## config.mk

```make
export PLATFORM = sky130hd
export DESIGN_NAME = updn_counter_mod
export DESIGN_NICKNAME = d
export VERILOG_FILES = /design/src/rtl/updn_counter_mod.sv
export SDC_FILE = /design/constraint.sdc
export NUM_CORES = 1
export LEC_CHECK = 0
export CAP_MARGIN = 20
export CORE_ASPECT_RATIO = 0.9
export CORE_UTILIZATION = 35
export CTS_CLUSTER_SIZE = 30
export DETAILED_ROUTE_END_ITERATION = 10
export HOLD_SLACK_MARGIN = 0.1
export PLACE_DENSITY_LB_ADDON = 0.05
export REMOVE_ABC_BUFFERS = 1
export SYNTH_ARGS = -nofsm -noshare
export SYNTH_HDL_FRONTEND = slang
export SYNTH_SLANG_ARGS = --single-unit
```

## constraint.sdc

```tcl
create_clock -name clk -period 4.3 [get_ports clk]
set_input_delay 0.86 -clock clk [delete_from_list [all_inputs] [get_ports clk]]
set_output_delay 0.86 -clock clk [all_outputs]
set_load 0.1 [all_outputs]
```

## src/rtl/updn_counter_mod.sv

```systemverilog
// Parametrised up/down modulo counter with runtime limit, synchronous load,
// wrap/saturate/one-shot boundary modes, pulse and sticky boundary flags,
// and an IDLE/RUN/HALT run-state machine. All outputs are registered.
module updn_counter_mod #(
   parameter int unsigned WIDTH = 5
) (
   input  logic             clk,
   input  logic             rst_n,
   input  logic             act,
   input  logic             up_dwn_n,
   input  logic [1:0]       mode,
   input  logic [WIDTH-1:0] lim,
   input  logic             ld,
   input  logic [WIDTH-1:0] ld_val,
   input  logic             clr_flags,
   output logic [WIDTH-1:0] count,
   output logic             ovflw,
   output logic             udflw,
   output logic             ovf_sticky,
   output logic             udf_sticky,
   output logic             busy,
   output logic             done
);

   typedef enum logic [1:0] {
      IDLE = 2'd0,
      RUN  = 2'd1,
      HALT = 2'd2
   } state_e;

   localparam logic [WIDTH-1:0] ONE = {{(WIDTH-1){1'b0}}, 1'b1};

   state_e           state_q, state_d;
   logic [WIDTH-1:0] count_q, count_d;
   logic             ovflw_q, ovflw_d;
   logic             udflw_q, udflw_d;
   logic             ovf_sticky_q, ovf_sticky_d;
   logic             udf_sticky_q, udf_sticky_d;
   logic             busy_q, busy_d;
   logic             done_q, done_d;

   logic mode_sat;
   logic mode_one;
   logic step;
   logic boundary;

   assign mode_sat = (mode == 2'b01);
   assign mode_one = (mode == 2'b10);
   assign step     = act & ~ld & (state_q != HALT);

   // Next count, boundary pulses, sticky flags and run state.
   always_comb begin
      count_d  = count_q;
      ovflw_d  = 1'b0;
      udflw_d  = 1'b0;
      state_d  = state_q;
      boundary = 1'b0;

      if (ld) begin
         count_d = ld_val;
         state_d = IDLE;
      end else if (step) begin
         if (up_dwn_n) begin
            // count above lim (after lim shrinks or an oversized load) is
            // treated as an overflow, same as count == lim
            if (count_q >= lim) begin
               boundary = 1'b1;
               ovflw_d  = 1'b1;
               count_d  = (mode_sat || mode_one) ? lim : '0;
            end else begin
               count_d = count_q + ONE;
            end
         end else begin
            if (count_q == '0) begin
               boundary = 1'b1;
               udflw_d  = 1'b1;
               count_d  = (mode_sat || mode_one) ? '0 : lim;
            end else begin
               count_d = count_q - ONE;
            end
         end
         state_d = (boundary && mode_one) ? HALT : RUN;
      end else if (!act) begin
         state_d = IDLE;
      end

      ovf_sticky_d = ovflw_d | (ovf_sticky_q & ~clr_flags);
      udf_sticky_d = udflw_d | (udf_sticky_q & ~clr_flags);
      busy_d       = (state_d == RUN);
      done_d       = (state_d == HALT);
   end

   // Register state, count and all outputs on the same edge.
   always_ff @(posedge clk or negedge rst_n) begin
      if (!rst_n) begin
         state_q      <= IDLE;
         count_q      <= '0;
         ovflw_q      <= 1'b0;
         udflw_q      <= 1'b0;
         ovf_sticky_q <= 1'b0;
         udf_sticky_q <= 1'b0;
         busy_q       <= 1'b0;
         done_q       <= 1'b0;
      end else begin
         state_q      <= state_d;
         count_q      <= count_d;
         ovflw_q      <= ovflw_d;
         udflw_q      <= udflw_d;
         ovf_sticky_q <= ovf_sticky_d;
         udf_sticky_q <= udf_sticky_d;
         busy_q       <= busy_d;
         done_q       <= done_d;
      end
   end

   assign count      = count_q;
   assign ovflw      = ovflw_q;
   assign udflw      = udflw_q;
   assign ovf_sticky = ovf_sticky_q;
   assign udf_sticky = udf_sticky_q;
   assign busy       = busy_q;
   assign done       = done_q;

endmodule

```

Word-level counts from Yosys, hierarchy flattened
Cells that the tools add are included.
Widths: inputs -> output; s select.

storage, ports and cells
  output and inout port bits = 11
  input bits = 18
  word-level logic and storage cells = 50
  register bits = 13

operators by class
  magnitude comparators = 1
  mux-type cells = 22
  reduce and logical (&&, ||, !) cells = 4
  eq/ne operators = 5
  bitwise operators = 8
  $add $sub $neg = 2

operators by type and width
  operator             count
  $mux 5               7
  $mux 1               11
  $mux 2               4
  $add 5x1->5 const B  1
  $ge 5x5->1           1
  $logic_not 5->1      1
  $sub 5x1->5 const B  1
  $and 1x1->1          4
  $eq 2x1->1 const B   2
  $eq 2x2->1 const B   2
  $ne 2x2->1 const B   1
  $not 1->1            2
  $or 1x1->1           2
  $reduce_bool 2->1    1
  $logic_and 1x1->1    1
  $logic_or 1x1->1     1

Logic depth before layout (Yosys ltp)
  word-level depth = 10
  mapped depth = 8
  mapped depth without buffers = 7

Worst setup path before layout
OpenSTA, ideal clock, no wires.

  path type = register to register
  start = register count_q[0], in the netlist count[0]
  end = register busy_q, in the netlist busy
  cell stages (with the launch flop) = 8
  buffers on the path = 0
  setup slack = 1,659 ps
  required time = 4,221 ps
  arrival time = 2,563 ps
  period minus slack after synthesis = 2,641 ps
  setup time = 79 ps
  path through = dfrtp_1 inv_1 ha_1 nand2b_1 a31oi_1 o21ai_4 a211oi_1 o21bai_1

between the ends
  word-level cells in the longest chain between the ends = 10
  elaborated cells between the ends (all ways) = 12
  classes of those cells = order compare: 1; eq/ne: 1; mux: 8; reduce/logical: 2

RTL lines
  what                                                  line    source
  start: declaration                                    34      logic [WIDTH-1:0] count_q, count_d;
  start signal: assignment                              106     count_q <= count_d;
  $ge 5x5->1 / $logic_not 5->1 (equally long branches)  66, 74
  $mux 1, on equally long branches                      66, 74
  $mux 1 *                                              63      if (up_dwn_n) begin
  $mux 1 *                                              62      end else if (step) begin
  $mux 1 *                                              59      if (ld) begin
  $logic_and 1x1->1 *                                   82      state_d = (boundary && mode_one) ? HALT : RUN;
  $mux 2 *                                              82
  $mux 2 *                                              62
  $mux 2 *                                              59
  $eq 2x1->1 *                                          89      busy_d = (state_d == RUN);
  net busy_d                                            39      logic busy_q, busy_d;
  end signal: assignment                                111     busy_q <= busy_d;
  end: declaration                                      39

Mark *: on every way through the listed nets, which the timed path passes. The rest lies on a longest branch. The select of a mux whose other input is x is not followed.
A chain may end at the register's enable or synchronous reset.

Final worst setup path
  start = register count_q[2], in the netlist count[2]
  end = output port count[2]

RTL lines
  what              line  source
  end: declaration  16    output logic [WIDTH-1:0] count,

No word-level cell between the ends.

==> flow_summary.toml <==
[timing]
period_minus_slack_ps = 2910
finalSetupViolations = 0
period_share = 0.677
relSlewSlack = 0.354
tightestPinTransition_ps = 967
rsz0062_at_grt = "no"
drv_slew = 0
hold_viol_final = 0
worst_slack_ps = 1390
max_freq_mhz = 343
holdWs_ps = 481
setup_tns_ps = 0
fin_skew_ps = 1.17

[die]
die_x_um = 59.7
pin_count = 29
initial_utilization = 0.375
coreArea_mm2 = 0.00279
fp.dieArea_mm2 = 0.00322
fp-row-count = 18
die_h_um = 53.9

[route]
drt_iter0_markers = 33
dr.pass1.iters = 4
routed_via_density = 5.03
drt-wirelength-per-cell_um = 12.4
drcViolationCount = 0
ant_nets = 0
via_count = 930
finalWirelength_um = 2300

[worst_setup_path]
critPathMaxFanout = 11
crit_type = "flip-flop to output pin"
crit_required_ps = 3440
path_cells = "clkdlybuf4s50_1"
start_kind = "flip-flop"
arrival_ps = 2050
critical_path_buf_inv_count = 1
worstSetupEndpointType = "output pin"
cpLargestDelayFamily = "buffers and inverters"
crit_slowest_cell = "clkdlybuf4s50_1"
max_stage_delay_ps = 1200

[global_routing]
grt.total_usage = 0.169
grt_pass1_vias = 856
grt_max_degree = 14
grt-ovfl-total = 0
antenna_found_initial = 0
grt_pass1_wl_um = 3910

[worst_hold_path]
hold_path_class = "flip-flop to flip-flop"

[pwr]
power.density_mw_per_mm2 = 419
p_leak_nw = 0.620
ir_drop_v = 0.000136

[finish]
area_growth_pct = 30.8
nNetsFinal = 173
final_area_mm2 = 0.00137
layout-drive-gt1-share = 0.0621
n_antenna_cell = 0
multi_input_area_um2 = 658
instances_no_fill = 185
layout_commonest_cell = "clkdlybuf4s50_1"
mostFrequentLayoutCells = "clkdlybuf4s50_1 (28), nand2_1 (13), dfrtp_1 (13)"
regArea_um2 = 325
fill_cells = 305

[clock_network]
cts_resized = 0
root_buffer = "clkbuf_4"
cts.sinks = 13
hold_buffers = 0
ctsLongestPathBuffers = 2
clk_latency_ps = 280
clk_pin_slew_worst_paths_ps = 80
post_cts_buffers = 0
cts_buffers = 3
cts_tree = "built"
cts-htree-levels = 1

[synth]
ys_warn_count = 0
ys_ff_latch = 13
ys_seq_area_frac = 0.311
synthCells = 118
syn_avg_cell_area_um2 = 8.88
synth_cell_types = 32
synthesis.area_mm2 = 0.00105

[placed_design]
place_ws_ps = 1320
io_buffers = 28
gp_congestion = 0.808
placed_area_mm2 = 0.00134
placed_cells = 181
place.detailed.hpwl_um = 1850

[flow_run]
max_cap_viol_count = 0

[status]
status = "finished, final reports clean"
## kinds of logic after synthesis
family | count (synthesis) | share of synthesized area
AND/OR/NAND/NOR | 37 | 0.171
AO/OA/AOI/OAI | 34 | 0.233
buffers and inverters | 13 | 0.0609
flip-flops | 13 | 0.311
multiplexers | 9 | 0.0920
adder cells (fa/ha/maj) | 9 | 0.108
XOR/XNOR | 3 | 0.0251
## sequential cells by signal, summed over array words and instances, names as in the netlist
name and count:
count 5, state_q 2, busy 1, done 1
ovf_sticky 1, ovflw 1, udf_sticky 1, udflw 1
## layout make-up
type / count / share of cell area
Tap cell: 40 / 0.0365
Timing Repair Buffer: 28 / 0.205
Multi-Input combinational cell: 92 / 0.480
Clock buffer: 4 / 0.0192
Inverter: 8 / 0.0219
Sequential cell: 13 / 0.237
## path summary, 6_finish.rpt
kind,start,to,slack [ps],cells after the start
max in group asynchronous,rst_n,count[0],2990,1
worst max register to register,count[2],busy,2170,6
min in group asynchronous,rst_n,ovf_sticky,940,1
worst min-delay path,ovf_sticky,ovf_sticky,480,1
worst max-delay path,count[2],count[2],1390,1
worst min register to register,ovf_sticky,ovf_sticky,480,1
## Yosys cell counts, drive strengths merged
| library cell | n | area (um^2) |
|---|---|---|
| a211oi | 3 | 22.5 |
| a21o | 4 | 30.0 |
| a21oi | 5 | 25.0 |
| a221oi | 2 | 17.5 |
| a31oi | 2 | 12.5 |
| and2 | 1 | 6.26 |
| buf | 2 | 22.5 |
| clkbuf | 3 | 11.3 |
| dfrtp | 13 | 325 |
| ha | 9 | 113 |
| inv | 8 | 30.0 |
| mux2 | 2 | 26.3 |
| mux2i | 7 | 70.1 |
| nand2 | 13 | 48.8 |
| nand2b | 4 | 25.0 |
| nand3 | 3 | 15.0 |
| nor2 | 9 | 33.8 |
| nor2b | 4 | 25.0 |
| nor3 | 1 | 5.00 |
| o211ai | 1 | 7.51 |
| o21a | 2 | 15.0 |
| o21ai | 10 | 65.1 |
| o21bai | 2 | 15.0 |
| o2bb2ai | 2 | 17.5 |
| o32ai | 1 | 16.3 |
| or2 | 1 | 6.26 |
| or4b | 1 | 13.8 |
| xnor2 | 3 | 26.3 |
## power by group
part	switching, mW	internal [mW]
sequential	0.0287	0.139
clock	0.0409	0.0361
combinational	0.212	0.118
## per-layer routing
metal,up-vias,track usage,part of all wire
met4,0,0.0349,0.0074
met3,3,0.0601,0.056
met2,22,0.278,0.46
met1,433,0.215,0.48
li1,472,-,-
met5,-,0,0
## metrics by stage
stage               power [mW]   util
detailed placement       0.504  0.481
global route             0.614  0.491
global placement         0.501  0.481
CTS                      0.581  0.491
floorplan                0.416      -
finish                   0.574  0.491
No activity file was read; power rests on OpenSTA's default activity.
